`src/rtl/imm_encoder.sv`:
```
// RV32I instruction packer: immediate + register/funct fields -> one instruction word,
// with an LI mode that expands a 32-bit constant into LUI/ADDI over a valid/ready stream.
module imm_encoder #(
  parameter bit LI_ENABLE = 1'b1
) (
  input  logic        clk,
  input  logic        rst_n,
  input  logic        in_valid,
  output logic        in_ready,
  input  logic [2:0]  in_sel,
  input  logic [6:0]  in_opcode,
  input  logic [4:0]  in_rd,
  input  logic [4:0]  in_rs1,
  input  logic [4:0]  in_rs2,
  input  logic [2:0]  in_funct3,
  input  logic [31:0] in_imm,
  output logic        out_valid,
  input  logic        out_ready,
  output logic [31:0] out_inst,
  output logic        out_err,
  output logic        out_last
);

  typedef enum logic {IDLE, PEND} state_e;

  localparam logic [2:0] SEL_I  = 3'd0;
  localparam logic [2:0] SEL_S  = 3'd1;
  localparam logic [2:0] SEL_B  = 3'd2;
  localparam logic [2:0] SEL_U  = 3'd3;
  localparam logic [2:0] SEL_J  = 3'd4;
  localparam logic [2:0] SEL_LI = 3'd5;

  localparam logic [6:0] OP_IMM = 7'b0010011;
  localparam logic [6:0] OP_LUI = 7'b0110111;

  state_e      state_q, state_d;
  logic        out_valid_q, out_valid_d;
  logic [31:0] out_inst_q, out_inst_d;
  logic        out_err_q, out_err_d;
  logic        out_last_q, out_last_d;
  logic [31:0] pend_q, pend_d;

  logic        fits12, fits13, fits21;
  logic [19:0] li_hi;
  logic [31:0] enc_inst, enc_addi;
  logic        enc_err, enc_last, enc_two;
  logic        accept, out_fire;

  // Range checks: the bits above the encodable field must be a pure sign extension.
  assign fits12 = (&in_imm[31:11]) | ~(|in_imm[31:11]);
  assign fits13 = (&in_imm[31:12]) | ~(|in_imm[31:12]);
  assign fits21 = (&in_imm[31:20]) | ~(|in_imm[31:20]);

  // (imm + 0x800)[31:12]: the low-half carry happens exactly when imm[11] is set,
  // compensating for the sign extension ADDI applies to imm[11:0].
  assign li_hi = in_imm[31:12] + {19'd0, in_imm[11]};

  always_comb begin
    enc_inst = '0;
    enc_err  = 1'b0;
    enc_last = 1'b1;
    enc_two  = 1'b0;
    enc_addi = {in_imm[11:0], in_rd, 3'b000, in_rd, OP_IMM};
    case (in_sel)
      SEL_I: begin
        enc_inst = {in_imm[11:0], in_rs1, in_funct3, in_rd, in_opcode};
        enc_err  = ~fits12;
      end
      SEL_S: begin
        enc_inst = {in_imm[11:5], in_rs2, in_rs1, in_funct3, in_imm[4:0], in_opcode};
        enc_err  = ~fits12;
      end
      SEL_B: begin
        enc_inst = {in_imm[12], in_imm[10:5], in_rs2, in_rs1, in_funct3,
                    in_imm[4:1], in_imm[11], in_opcode};
        enc_err  = ~fits13 | in_imm[0];
      end
      SEL_U: begin
        enc_inst = {in_imm[31:12], in_rd, in_opcode};
        enc_err  = |in_imm[11:0];
      end
      SEL_J: begin
        enc_inst = {in_imm[20], in_imm[10:1], in_imm[11], in_imm[19:12], in_rd, in_opcode};
        enc_err  = ~fits21 | in_imm[0];
      end
      SEL_LI: begin
        if (!LI_ENABLE) begin
          enc_err = 1'b1;
        end else if (fits12) begin
          enc_inst = {in_imm[11:0], 5'd0, 3'b000, in_rd, OP_IMM};
        end else if (in_imm[11:0] == 12'd0) begin
          enc_inst = {in_imm[31:12], in_rd, OP_LUI};
        end else begin
          enc_inst = {li_hi, in_rd, OP_LUI};
          enc_last = 1'b0;
          enc_two  = 1'b1;
        end
      end
      default: enc_err = 1'b1;
    endcase
  end

  assign in_ready = (state_q == IDLE) && (!out_valid_q || out_ready);
  assign accept   = in_valid && in_ready;
  assign out_fire = out_valid_q && out_ready;

  always_comb begin
    state_d     = state_q;
    out_valid_d = out_valid_q;
    out_inst_d  = out_inst_q;
    out_err_d   = out_err_q;
    out_last_d  = out_last_q;
    pend_d      = pend_q;
    if (state_q == PEND) begin
      // The queued ADDI follows the LUI on the cycle after its handshake.
      if (out_fire) begin
        out_valid_d = 1'b1;
        out_inst_d  = pend_q;
        out_err_d   = 1'b0;
        out_last_d  = 1'b1;
        state_d     = IDLE;
      end
    end else if (accept) begin
      out_valid_d = 1'b1;
      out_inst_d  = enc_inst;
      out_err_d   = enc_err;
      out_last_d  = enc_last;
      if (enc_two) begin
        pend_d  = enc_addi;
        state_d = PEND;
      end
    end else if (out_fire) begin
      out_valid_d = 1'b0;
    end
  end

  always_ff @(posedge clk or negedge rst_n) begin
    if (!rst_n) begin
      state_q     <= IDLE;
      out_valid_q <= 1'b0;
      out_inst_q  <= '0;
      out_err_q   <= 1'b0;
      out_last_q  <= 1'b0;
      pend_q      <= '0;
    end else begin
      state_q     <= state_d;
      out_valid_q <= out_valid_d;
      out_inst_q  <= out_inst_d;
      out_err_q   <= out_err_d;
      out_last_q  <= out_last_d;
      pend_q      <= pend_d;
    end
  end

  assign out_valid = out_valid_q;
  assign out_inst  = out_inst_q;
  assign out_err   = out_err_q;
  assign out_last  = out_last_q;

endmodule
```
`config.mk`:
```
export PLATFORM = sky130hd
export DESIGN_NAME = imm_encoder
export DESIGN_NICKNAME = d
export VERILOG_FILES = /design/src/rtl/imm_encoder.sv
export SDC_FILE = /design/constraint.sdc
export NUM_CORES = 1
export LEC_CHECK = 0
export BUFFER_PORTS_ARGS = -buffer_cell sky130_fd_sc_hd__buf_2
export CAP_MARGIN = 20
export CORE_MARGIN = 5
export CORE_UTILIZATION = 40
export CTS_CLUSTER_SIZE = 12
export DETAILED_ROUTE_END_ITERATION = 8
export GPL_ROUTABILITY_DRIVEN = 1
export PLACE_DENSITY = 0.73
export SETUP_SLACK_MARGIN = 0.5
export SLEW_MARGIN = 40
export SYNTH_ARGS = -nofsm -noshare
export SYNTH_HDL_FRONTEND = slang
export SYNTH_SLANG_ARGS = --single-unit
```
`constraint.sdc`:
```
create_clock -name clk -period 2.4 [get_ports clk]
set_input_delay 0.12 -clock clk [delete_from_list [all_inputs] [get_ports clk]]
set_output_delay 0.12 -clock clk [all_outputs]
set_load 0.02 [all_outputs]
```
# After elaboration in Yosys (flattened, before gate mapping)
# Index checks and enable logic that the tools add are counted.
# totals
regBits	61
latch_bits	0
ram_bits	0
mem_bits_ro	0
output_inout_bits	36
word_cells	70
memories	0
# classes
add_sub_neg	1
n_mul	0
div	0
magnitude_cmp	0
eq_ne	6
n_shift	0
mux	25
n_bitwise	12
reduce_logical	20
# op_table
op	count
$pmux W32 S6	1
$mux W32	5
$reduce_or A12 Y1	2
$reduce_and A21 Y1	1
$reduce_or A21 Y1	1
$add A20 B1 Y20	1
$reduce_and A20 Y1	1
$reduce_or A20 Y1	1
$mux W1	18
$logic_not A12 Y1	1
$reduce_and A12 Y1	1
$not A1 Y1	7
$eq A3 B2 Y1 const B	2
$eq A3 B3 Y1 const B	2
$or A1 B1 Y1	5
$pmux W1 S5	1
$reduce_and A2 Y1	2
$reduce_bool A2 Y1	2
$eq A3 B1 Y1 const B	1
$logic_and A1 B1 Y1	3
$logic_not A3 Y1	1
$reduce_and A3 Y1	1
$ne A2 B1 Y1 const B	1
$reduce_or A2 Y1	1
2 further kinds	2

# Longest topological paths before layout
# Gate-level depths: netlist of run 1.
# depth
depth_word	8
depth_mapped	8
depth_no_buf	8

# Least setup slack after synthesis of run 1
# OpenSTA, ideal clock, no wires.
# synth_path
path_kind	input-to-reg
start	input in_imm[11]
end	register pend_q[15]
arrival_ps	1662
path_slack_ps	613
stages	7
path_cell_list	ha_1 and3_1 nand4_1 o22ai_4 nor4_2 buf_6 mux2_4
# synth_between
elab_chain_len	6
word_cells_on_any_way	9
cone_classes	mux: 3; bitwise: 2; reduce/logical: 4
# synth_lines
item	line_no	text
from (decl)	16	input logic [31:0] in_imm,
$reduce_or A21 Y1	50	assign fits12 = (&in_imm[31:11]) | ~(|in_imm[31:11]);
$not A1 Y1	50	
$or A1 B1 Y1	50	
$mux W1 (*)	89	end else if (fits12) begin
$mux W1 (*)	64	case (in_sel)
$reduce_and A3 Y1 (no source line) (*)	n/a	
to (signal assigned)	151	pend_q <= pend_d;
to (decl)	41	logic [31:0] pend_q, pend_d;
# Mark *: on every way between the ends. The rest lies on a longest branch, timed or not.
# A chain may end at the register's enable or synchronous reset.

# Final worst setup path of run 1
# layout_path
start	input in_sel[0]
end	register out_inst_q[16], in the netlist out_inst[16]
# layout_between
elab_chain_len	4
word_cells_on_any_way	9
cone_classes	eq/ne: 5; mux: 3; reduce/logical: 1
# layout_lines
item	line_no	text
from (decl)	10	input logic [2:0] in_sel,
$eq A3 B3 Y1 (tied with other cells)	64	
$pmux W32 S6 (*)	64	
$mux W32 (*)	123	end else if (accept) begin
$mux W32 (*)	114	if (state_q == PEND) begin
to (signal assigned)	148	out_inst_q <= out_inst_d;
to (decl)	38	logic [31:0] out_inst_q, out_inst_d;
# Mark *: on every way between the ends. The rest lies on a longest branch, timed or not. The select of a mux whose other input is x is not followed.

==> results of run 1 <==
[critical path, stage by stage]
cell,delay [ns]
sky130_fd_sc_hd__buf_2,0.21
sky130_fd_sc_hd__and2_0,0.35
sky130_fd_sc_hd__and2_1,0.37
sky130_fd_sc_hd__a21o_1,0.30
sky130_fd_sc_hd__a22o_1,0.22
sky130_fd_sc_hd__a221oi_1,0.24
sky130_fd_sc_hd__o21ai_0,0.12
[cells in the mapped netlist, types with 5 or more instances]
cell,n
sky130_fd_sc_hd__a21o_1,6
sky130_fd_sc_hd__xor2_1,12
sky130_fd_sc_hd__a22oi_1,13
sky130_fd_sc_hd__and3_1,11
sky130_fd_sc_hd__a221oi_1,10
sky130_fd_sc_hd__nor4_1,15
sky130_fd_sc_hd__inv_1,10
sky130_fd_sc_hd__o21ai_0,36
sky130_fd_sc_hd__a22o_1,12
sky130_fd_sc_hd__dfrtp_1,54
sky130_fd_sc_hd__mux2i_1,11
sky130_fd_sc_hd__clkbuf_1,21
sky130_fd_sc_hd__nand3_1,10
sky130_fd_sc_hd__nand2_1,32
sky130_fd_sc_hd__mux2_2,7
sky130_fd_sc_hd__a21oi_1,37
sky130_fd_sc_hd__mux2_4,17
sky130_fd_sc_hd__nor2b_1,7
sky130_fd_sc_hd__nand4_1,5
sky130_fd_sc_hd__xnor2_1,5
sky130_fd_sc_hd__nor3_1,7
sky130_fd_sc_hd__nor2_1,26
[final timing paths]
check / startpoint / end / slack, ns
max in group asynchronous: rst_n / out_valid / 1.27
min: in_opcode[3] / out_inst[3] / 0.04
min reg2reg: out_inst[8] / out_inst[8] / 0.50
min in group asynchronous: rst_n / out_inst[8] / 0.28
max: in_sel[0] / out_inst[16] / 0.64
max reg2reg: state_q / out_inst[16] / 0.65
[cell type report]
cell class	instances	area (sq um)
sequential	54	1353
inverter	10	37.54
timing repair buffer	117	645.6
clock inverter	2	12.51
multi-input combinational	322	2218
clock buffer	6	82.58
fill	871	4664
tap	111	138.9
[cells by family after synthesis]
| family | after synthesis | share of synthesized area |
|---|---|---|
| simple gates | 130 | 0.1789 |
| compound gates | 137 | 0.2423 |
| buf+inv | 37 | 0.04421 |
| fa+ha+maj | 3 | 0.01013 |
| flops | 54 | 0.3645 |
| mux | 35 | 0.1198 |
| xor+xnor | 17 | 0.04016 |
[flip-flops by register name (all words and copies together) (netlist names)]
register and flops:
out_inst 32, pend_q 18, out_err 1, out_last 1, out_valid 1, state_q 1
[report_power, final]
part           leakage (uW)  internal [uW]  switching [uW]
sequential         0.000666           1120             135
clock             0.0000472            233             319
combinational       0.00132            442             587
[per-stage QoR]
stage	instances	setup slack, ns	hold slack (ns)	utilization	instance area (sq um)
2_1_floorplan	413	0.6126	-0.1756	-	3707
3_3_place_gp	611	0.4201	0.08608	0.4752	4349
3_5_place_dp	611	0.3511	0.09040	0.4752	4349
4_1_cts	620	0.5046	0.03682	0.4880	4467
5_1_grt	622	0.5064	0.04789	0.4904	4488
6_report	622	0.6388	0.03991	0.4904	4488
[repair_timing]
action	4_1_cts	5_1_grt
endpoints found under the hold margin	18	0
hold buffers	1	0
setup endpoints to repair	1	11
resized for setup	3	3
buffers inserted	0	2
[metal layers]
metal,vias up,wire length (um),global-route usage
li1,1741,-,-
met1,1809,5173,0.2984
met2,210,5952,0.3557
met3,19,965,0.02611
met4,0,233,0.06290
met5,-,0,0
==> results.yml, run 1 <==
run_status:
  outcome: "finished, final reports clean"
synth:
  synth-async-reset-ratio: 1.000
  synth.ff_latch_count: 54
  mappedNetlistArea_sq_um: 3707
  ys_dominant_reg_cell: "sky130_fd_sc_hd__dfrtp_1"
  synth.yosys.seq_area_share: 0.3645
  synthDominantAreaCellType: "sky130_fd_sc_hd__dfrtp_1"
  count_of_yosys_warnings_during_synthesis: 0
  postSynthNetCount: 480
  post_synth.cell_area_avg_sq_um: 8.977
  post_synth_edffs: 0
  synth_cell_type_count: 49
  synth_largest_type_area_fraction: 0.3645
  post_synth_main_area_contributors: "sky130_fd_sc_hd__dfrtp_1, sky130_fd_sc_hd__mux2_4, sky130_fd_sc_hd__a21oi_1"
  synthesized_instance_count: 413
finish:
  antennaDiodeCount: 0
  share_of_cells_above_drive_strength_1: 0.3190
  finalNetCount: 577
  layout.cells.most_common: "sky130_fd_sc_hd__buf_2"
  layout.cells.most_common_list: "sky130_fd_sc_hd__buf_2, sky130_fd_sc_hd__dfrtp_1, sky130_fd_sc_hd__a21oi_1, sky130_fd_sc_hd__o21ai_0, sky130_fd_sc_hd__nand2_1"
  area_growth_syn_to_layout_pct: 21.06
detailed_routing:
  post_drt_wl_per_cell_um: 19.82
  via_per_inst: 6.076
  postRouteWirelength_mm: 12.33
  route.vias.total: 3779
  detail_route.iter0.violations: 384
  drt_pass1_iterations: 5
  route.detailed.drc: 0
  ant_nets: 0
power_and_ir_drop:
  power.total_uw: 2837
  power.density_nw_per_um2: 632.1
  vdd.ir_drop.worst_uv: 279.8
  cellLeakagePower_uw: 0.002038
worst_setup_path:
  worst-path-max-fanout: 17
  worst-setup-path-type: "input pin to flip-flop"
  critPathRequiredTime_ns: 2.59
  critical_path.endpoint_type: "flip-flop"
  timing.reg2reg.worst_path_depth: 6
  cp_data_arrival_time_ns: 1.95
  critical_path.startpoint_type: "input pin"
floorplan:
  floorplan.initialDensity: 0.4051
  dieWidth_um: 106.3
  core_area_sq_um: 9153
  design.die.area_sq_um: 11290
  io_pins: 100
  row_count: 35
  die_h_um: 106.3
global_route:
  vias_in_the_first_global_route: 3691
  grt_remaining_overflow: 0
  grt_max_degree: 37
  grt_first_pass_wirelength_mm: 19.57
  grt.total_usage: 0.2161
  number_of_antenna_violations_at_the_first_check_in_global_routing: 0
clock_tree:
  clkSinkCount: 54
  clock_pin_slew_reported_for_the_worst_setup_and_hold_paths_after_clock_tree_synthesis_ns: 0.10
  clock_tree.root_cell: "sky130_fd_sc_hd__clkbuf_8"
  cts_buf_count: 5
  clk-insertion-delay-late_ns: 0.31
  clock_tree.htree_level_count: 2
  tritoncts_clock_tree: "built"
  max-clock-path-buffers: 2
placement:
  dp_hpwl_mm: 9.336
  number_of_port_buffers: 99
  global_placement_routability_congestion: 0.9867
sta:
  period_share: 0.7338
  total_negative_setup_slack_ns: 0
  finalMaxSlewViolations: 0
  finClkSkew_ns: 0.004899
  slew_headroom: 0.5642
  setup_viol_count_final: 0
  maxClockFrequency_ghz: 0.5678
  post-route-min-period_ns: 1.761
  timing_hold_violations_final: 0
  worst_pin_slew_ns: 0.6537
  grt_setup_unrepaired: "no"
hold_path:
  worst_hold_path.num_cells: 2
  hold_path_class: "input pin to flip-flop"
flow_run:
  maxCapViolations: 0
Note: power is estimated with default switching activity, not from simulation.
==> inputs of run 2 (changes only) <==
==> constraint.sdc (replaced) <==
create_clock -name clk -period 1.82 [get_ports clk]
set_input_delay 0.091 -clock clk [delete_from_list [all_inputs] [get_ports clk]]
set_output_delay 0.091 -clock clk [all_outputs]
set_load 0.02 [all_outputs]
==> run 2 against run 1 <==
- worst setup slack worse by 0.53 ns
- non-clock buffer count is 82 higher
- critical path type is now flip-flop to flip-flop
- hold slack worse by 0.027 ns
- critical path depth stayed put
- largest cell class unchanged
- global-route usage is 2.7 points higher
- sequential power is 32% higher
- register-to-register slack worse by 0.54 ns
- sequential share of layout area is 5.9 points lower
- count of clock-buffer cells in the layout stayed put
- flip-flop and latch count stayed put
==> results.yml, run 2 (synthesis gave the netlist of run 1 again) <==
global_route:
  grt_first_pass_wirelength_mm: 21.80
  vias_in_the_first_global_route: 4085
  grt_max_degree: 35
  grt.total_usage: 0.2431
  grt_remaining_overflow: 0
  number_of_antenna_violations_at_the_first_check_in_global_routing: 0
placement:
  placed_cell_area_sq_um: 4855
  number_of_port_buffers: 99
  global_placement_routability_congestion: 0.9180
  dp_hpwl_mm: 10.24
  dp.cells: 665
clock_tree:
  clock_pin_slew_reported_for_the_worst_setup_and_hold_paths_after_clock_tree_synthesis_ns: 0.11
  clock_tree.htree_level_count: 2
  tritoncts_clock_tree: "built"
  cts_buf_count: 5
  clkSinkCount: 54
  clk-insertion-delay-late_ns: 0.31
  clock_tree.root_cell: "sky130_fd_sc_hd__clkbuf_8"
  max-clock-path-buffers: 2
detailed_routing:
  post_drt_wl_per_cell_um: 20.44
  route.detailed.drc: 0
  via_per_inst: 5.807
  route.vias.total: 4088
  detail_route.iter0.violations: 269
  ant_nets: 0
  drt_pass1_iterations: 6
  postRouteWirelength_mm: 14.39
run_status:
  outcome: "finished, final reports clean"
floorplan:
  dieWidth_um: 106.3
  io_pins: 100
  die_h_um: 106.3
  floorplan.initialDensity: 0.4051
  core_area_sq_um: 9153
  row_count: 35
  design.die.area_sq_um: 11290
finish:
  area_growth_syn_to_layout_pct: 50.89
  antennaDiodeCount: 0
  share_of_cells_above_drive_strength_1: 0.4705
  layout.cells.most_common_list: "sky130_fd_sc_hd__buf_2, sky130_fd_sc_hd__buf_4, sky130_fd_sc_hd__dfrtp_1, sky130_fd_sc_hd__a21oi_1, sky130_fd_sc_hd__nand2_1"
  layout.cells.most_common: "sky130_fd_sc_hd__buf_2"
  finalNonFillerCells: 704
  largest_register_ffs: 32
  finalNetCount: 659
  post-route-cell-area_sq_um: 5594
sta:
  finClkSkew_ns: 0.009157
  setup_viol_count_final: 0
  timing_hold_violations_final: 0
  total_negative_setup_slack_ns: 0
  worst_pin_slew_ns: 0.5853
  grt_setup_unrepaired: "yes"
  maxClockFrequency_ghz: 0.5836
  slew_headroom: 0.6098
  period_share: 0.9415
  finalMaxSlewViolations: 0
  post-route-min-period_ns: 1.714
worst_setup_path:
  critical_path.startpoint_type: "flip-flop"
  critPathRequiredTime_ns: 2.02
  reg2reg_from: "state_q"
  critical_path.endpoint_type: "flip-flop"
  worst-path-max-fanout: 5
  cp_data_arrival_time_ns: 1.91
  worst-setup-path-type: "flip-flop to flip-flop"
  timing.reg2reg.worst_path_depth: 7
  r2r-end: "pend_q[29]"
  reg2reg_slack_ns: 0.11
power_and_ir_drop:
  vdd.ir_drop.worst_uv: 305.1
  cellLeakagePower_uw: 0.002572
  power.density_nw_per_um2: 741.8
  power.total_uw: 4150
hold_path:
  worst_hold_endpoint: "out_inst[3]"
  worst_hold_path.num_cells: 2
  hold_start: "in_opcode[3]"
  hold_path_class: "input pin to flip-flop"
flow_run:
  maxCapViolations: 0
==> run 2: cell count changes in the layout (fill, tap and decap cells not counted), sizes merged <==
cell	previous run	this run
buf	116	194
clkinv	1	0
bufinv	0	1
clkbuf	6	10
==> run 2: layout make-up <==
| class | instances | area [sq um] |
|---|---|---|
| multi-input cells | 322 | 2462 |
| well taps | 111 | 138.9 |
| clock buffers | 6 | 72.57 |
| fillers | 794 | 3558 |
| flip-flops and latches | 54 | 1354 |
| inverters | 10 | 37.54 |
| repair buffers | 199 | 1491 |
| clock inverters | 2 | 37.54 |
==> run 2: worst max-delay path, cell delays in order, from the launching register on <==
cell and delay (ns):
sky130_fd_sc_hd__dfrtp_2 0.45, sky130_fd_sc_hd__nor2b_4 0.16, sky130_fd_sc_hd__nand2_4 0.10, sky130_fd_sc_hd__nor4_4 0.18, sky130_fd_sc_hd__buf_4 0.19, sky130_fd_sc_hd__buf_6 0.10
sky130_fd_sc_hd__buf_12 0.12, sky130_fd_sc_hd__mux2_4 0.30
==> run 2: per-stage QoR <==
stage | utilization | worst slack, ns | hold WS [ns]
after floorplan | - | 0.1778 | -0.2046
after global placement | 0.5304 | -0.1348 | 0.1164
after detailed placement | 0.5304 | -0.1396 | 0.1258
after CTS | 0.5869 | 0.1876 | 0.007261
after global routing | 0.6112 | 0.04524 | 0.004202
final | 0.6112 | 0.1065 | 0.01304
==> run 2: power breakdown <==
part	total (uW)	switching (uW)	internal, uW
combinational	1640	867	769
sequential	1660	183	1480
clock	852	440	412
==> run 2: worst max path at each step <==
| stage | cells past startpoint | to | slack, ns | startpoint |
|---|---|---|---|---|
| 2_1_floorplan | 6 | pend_q[15] | 0.18 | state_q |
| 3_3_place_gp | 9 | out_inst[25] | -0.13 | in_imm[29] |
| 3_5_place_dp | 9 | out_inst[25] | -0.14 | in_imm[29] |
| 4_1_cts | 7 | pend_q[15] | 0.19 | state_q |
| 5_1_grt | 7 | pend_q[29] | 0.05 | state_q |
| 6_report | 7 | pend_q[29] | 0.11 | state_q |
==> run 2: layer usage <==
layer  GRT usage  wire length (um)  up-vias
met5           0                 0        -
met4     0.07771               279        0
met3     0.03886               839       24
met2      0.3973              7142      154
met1      0.3293              6129     2002
li1            -                 -     1908
==> run 2: timing repair <==
action / CTS / global route
setup endpoints to repair: 52 / 54
hold endpoints to repair: 21 / 0
gates cloned: 3 / 2
hold buffers: 1 / 0
setup buffers: 18 / 7
pin swaps: 12 / 9
resized for setup: 50 / 30
==> inputs of run 3 (changes only) <==
--- a/config.mk
+++ b/config.mk
@@ -5,6 +5,7 @@
 export SDC_FILE = /design/constraint.sdc
 export NUM_CORES = 1
 export LEC_CHECK = 0
+export ABC_AREA = 1
 export BUFFER_PORTS_ARGS = -buffer_cell sky130_fd_sc_hd__buf_2
 export CAP_MARGIN = 20
 export CORE_MARGIN = 5
@@ -12,7 +13,7 @@
 export CTS_CLUSTER_SIZE = 12
 export DETAILED_ROUTE_END_ITERATION = 8
 export GPL_ROUTABILITY_DRIVEN = 1
-export PLACE_DENSITY = 0.73
+export PLACE_DENSITY = 0.72
 export SETUP_SLACK_MARGIN = 0.5
 export SLEW_MARGIN = 40
 export SYNTH_ARGS = -nofsm -noshare
==> run 3 against run 2 <==
- the run now ends with hold timing left
- final cell count rose by 20%
- maximum frequency rose by 22%
- flip-flop and latch count did not move
- non-clock buffer count fell by 67
- power rose by 11%
- count of clock-buffer cells in the layout did not move
- utilization fell by 6.5 points
- sequential power rose by 10%
- combinational power rose by 20%
- global-route usage fell by 1.4 points
- critical endpoint is now pend_q[22]
- highest routed layer unchanged
==> results.yml, run 3 <==
clock_tree:
  clock_tree.root_cell: "sky130_fd_sc_hd__clkbuf_8"
  clock_tree.htree_level_count: 2
  clock_pin_slew_reported_for_the_worst_setup_and_hold_paths_after_clock_tree_synthesis_ns: 0.09
  cts_buf_count: 5
  clk-insertion-delay-late_ns: 0.31
  tritoncts_clock_tree: "built"
  max-clock-path-buffers: 2
  hold_buffers: 1
  clkSinkCount: 54
detailed_routing:
  drt_pass1_iterations: 5
  postRouteWirelength_mm: 14.10
  via_per_inst: 5.313
  route.vias.total: 4500
  route.detailed.drc: 0
  ant_nets: 0
  detail_route.iter0.violations: 408
  post_drt_wl_per_cell_um: 16.65
synth:
  synth_top_cells_by_count: "sky130_fd_sc_hd__nand2_1, sky130_fd_sc_hd__nor2_1, sky130_fd_sc_hd__inv_1, sky130_fd_sc_hd__dfrtp_1, sky130_fd_sc_hd__a21oi_1"
  count_of_yosys_warnings_during_synthesis: 0
  yosys.area_share.xor_xnor: 0.008736
  synthMostInstantiatedCell: "sky130_fd_sc_hd__nand2_1"
  synth.ff_latch_count: 54
  synth_largest_type_area_fraction: 0.3370
  post_synth.cell_area_avg_sq_um: 6.820
  synth_cell_type_count: 45
  synth.yosys.seq_area_share: 0.3370
  post_synth_edffs: 0
  synth-compound-area-share: 0.1931
  synth_top_family_by_area: "simple AND/OR/NAND/NOR gates"
  synth_adder_area_share: 0.009360
  synth-simple-area-share: 0.3582
  ys_dominant_reg_cell: "sky130_fd_sc_hd__dfrtp_1"
  synthDominantAreaCellType: "sky130_fd_sc_hd__dfrtp_1"
  muxShareOfSynthArea: 0
  synth-async-reset-ratio: 1.000
  synthesized_instance_count: 588
  post_synth_main_area_contributors: "sky130_fd_sc_hd__dfrtp_1, sky130_fd_sc_hd__nand2_1, sky130_fd_sc_hd__nor2_1"
  postSynthNetCount: 655
  mappedNetlistArea_sq_um: 4010
worst_setup_path:
  worst-setup-path-type: "flip-flop to flip-flop"
  worst-path-max-fanout: 19
  reg2reg_slack_ns: 0.42
  critPathRequiredTime_ns: 2.03
  cp_data_arrival_time_ns: 1.61
  critical_path.endpoint_type: "flip-flop"
  critical_path.startpoint_type: "flip-flop"
  timing.reg2reg.worst_path_depth: 9
finish:
  multi_input_comb_area_sq_um: 2575
  largest_register_ffs: 32
  final-seq-area_sq_um: 1353
  area_growth_syn_to_layout_pct: 33.10
  fillerInstances: 1007
  antennaDiodeCount: 0
  layout.cells.most_common: "sky130_fd_sc_hd__nand2_1"
  finalNetCount: 780
  layout.cells.most_common_list: "sky130_fd_sc_hd__nand2_1, sky130_fd_sc_hd__buf_2, sky130_fd_sc_hd__nor2_1, sky130_fd_sc_hd__inv_1, sky130_fd_sc_hd__dfrtp_1"
  share_of_cells_above_drive_strength_1: 0.3305
run_status:
  failed_checks: "hold timing"
  outcome: "finished, violations left"
hold_path:
  hold_path_class: "input pin to flip-flop"
  worst_hold_path.num_cells: 2
placement:
  global_placement_routability_congestion: 0.9250
  dp_hpwl_mm: 10.85
  number_of_port_buffers: 99
  pre_cts_slack_ns: 0.01898
floorplan:
  dieWidth_um: 110.1
  die_h_um: 110.1
  design.die.area_sq_um: 12130
  io_pins: 100
  row_count: 36
  core_area_sq_um: 9774
  floorplan.initialDensity: 0.4103
sta:
  slew_headroom: 0.5964
  period_share: 0.7695
  post-route-min-period_ns: 1.401
  setup_slack_ns: 0.4195
  total_negative_setup_slack_ns: 0
  hold-worst-slack_ns: -0.0008462
  finalMaxSlewViolations: 0
  setup_viol_count_final: 0
  maxClockFrequency_ghz: 0.7140
  worst_pin_slew_ns: 0.6054
  finClkSkew_ns: 0.005602
  timing_hold_violations_final: 1
  grt_setup_unrepaired: "yes"
global_route:
  grt_max_degree: 29
  number_of_antenna_violations_at_the_first_check_in_global_routing: 0
  grt.total_usage: 0.2290
  grt_remaining_overflow: 0
  vias_in_the_first_global_route: 4328
  grt_first_pass_wirelength_mm: 21.53
power_and_ir_drop:
  vdd.ir_drop.worst_uv: 473.9
  cellLeakagePower_uw: 0.002617
  power.density_nw_per_um2: 864.4
flow_run:
  maxCapViolations: 0
## run 3: cell count changes after synthesis, sizes merged, moves of 9 or more
cell	previous run	this run
a21oi	37	57
a22o	12	2
and3	11	1
clkbuf	21	6
inv	10	65
mux2	24	0
mux2i	11	0
nand2	32	172
nand3	10	45
nand4	5	15
nor2	27	88
nor4	16	0
xor2	12	3
## run 3: cell type report
class / instances / area share
Sequential cell: 54 / 0.2534
Tap cell: 133 / 0.03118
Inverter: 65 / 0.05063
Timing Repair inverter: 1 / 0.001172
Clock inverter: 2 / 0.007032
Timing Repair Buffer: 132 / 0.1606
Multi-Input combinational cell: 454 / 0.4824
Clock buffer: 6 / 0.01360
## run 3: metrics by stage
| stage | cells | total power, uW | utilization | instance area, sq um |
|---|---|---|---|---|
| after floorplan | 588 | 3024 | - | 4126 |
| after global placement | 829 | 3618 | 0.4953 | 4841 |
| after detailed placement | 829 | 3663 | 0.4953 | 4841 |
| after CTS | 841 | 4559 | 0.5243 | 5125 |
| after global routing | 847 | 4904 | 0.5461 | 5338 |
| final | 847 | 4614 | 0.5461 | 5338 |
## run 3: logic make-up after synthesis
logic type                 after synthesis
and+or+nand+nor                        325
AOI/OAI and AO/OA                      121
buffers and inverters                   81
DFF                                     54
xor gates and xnor gates                 4
adders and majority gates                3
## run 3: path summary, 6_finish.rpt
kind | startpoint | to
max | out_valid | pend_q[22]
min | out_ready | out_valid
max reg2reg | out_valid | pend_q[22]
min reg2reg | out_inst[13] | out_inst[13]
max in group asynchronous | rst_n | out_inst[2]
min in group asynchronous | rst_n | out_last
## run 3: timing repair
item | CTS | global route
cloned | 1 | 3
endpoints found under the setup margin | 54 | 53
endpoints found under the hold margin | 27 | 1
pin swaps | 3 | 14
resized for setup | 25 | 41
setup buffers | 2 | 3
## run 3: per-layer routing
metal	global-route usage	up-vias	part of all wire
met1	0.3150	2102	0.43
met4	0.08707	0	0.025
li1	-	2199	-
met5	0	-	0
met2	0.3731	173	0.48
met3	0.02213	26	0.059
## run 3: critical path, cell delays in order (launching register included)
cell	delay [ns]
sky130_fd_sc_hd__dfrtp_2	0.42
sky130_fd_sc_hd__inv_2	0.06
sky130_fd_sc_hd__nor2_2	0.04
sky130_fd_sc_hd__nor2_4	0.14
sky130_fd_sc_hd__nand2_4	0.10
sky130_fd_sc_hd__inv_2	0.10
sky130_fd_sc_hd__nand3_4	0.12
sky130_fd_sc_hd__buf_12	0.18
sky130_fd_sc_hd__nand2_1	0.07
sky130_fd_sc_hd__o21ai_2	0.05
## run 3: where the power goes
part / internal, uW / switching (uW) / leakage (uW) / total (uW)
clock network: 411 / 404 / 0.0000514 / 815
logic: 710 / 1260 / 0.00192 / 1970
registers: 1580 / 247 / 0.000649 / 1830
total: 2700 / 1910 / 0.00262 / 4610
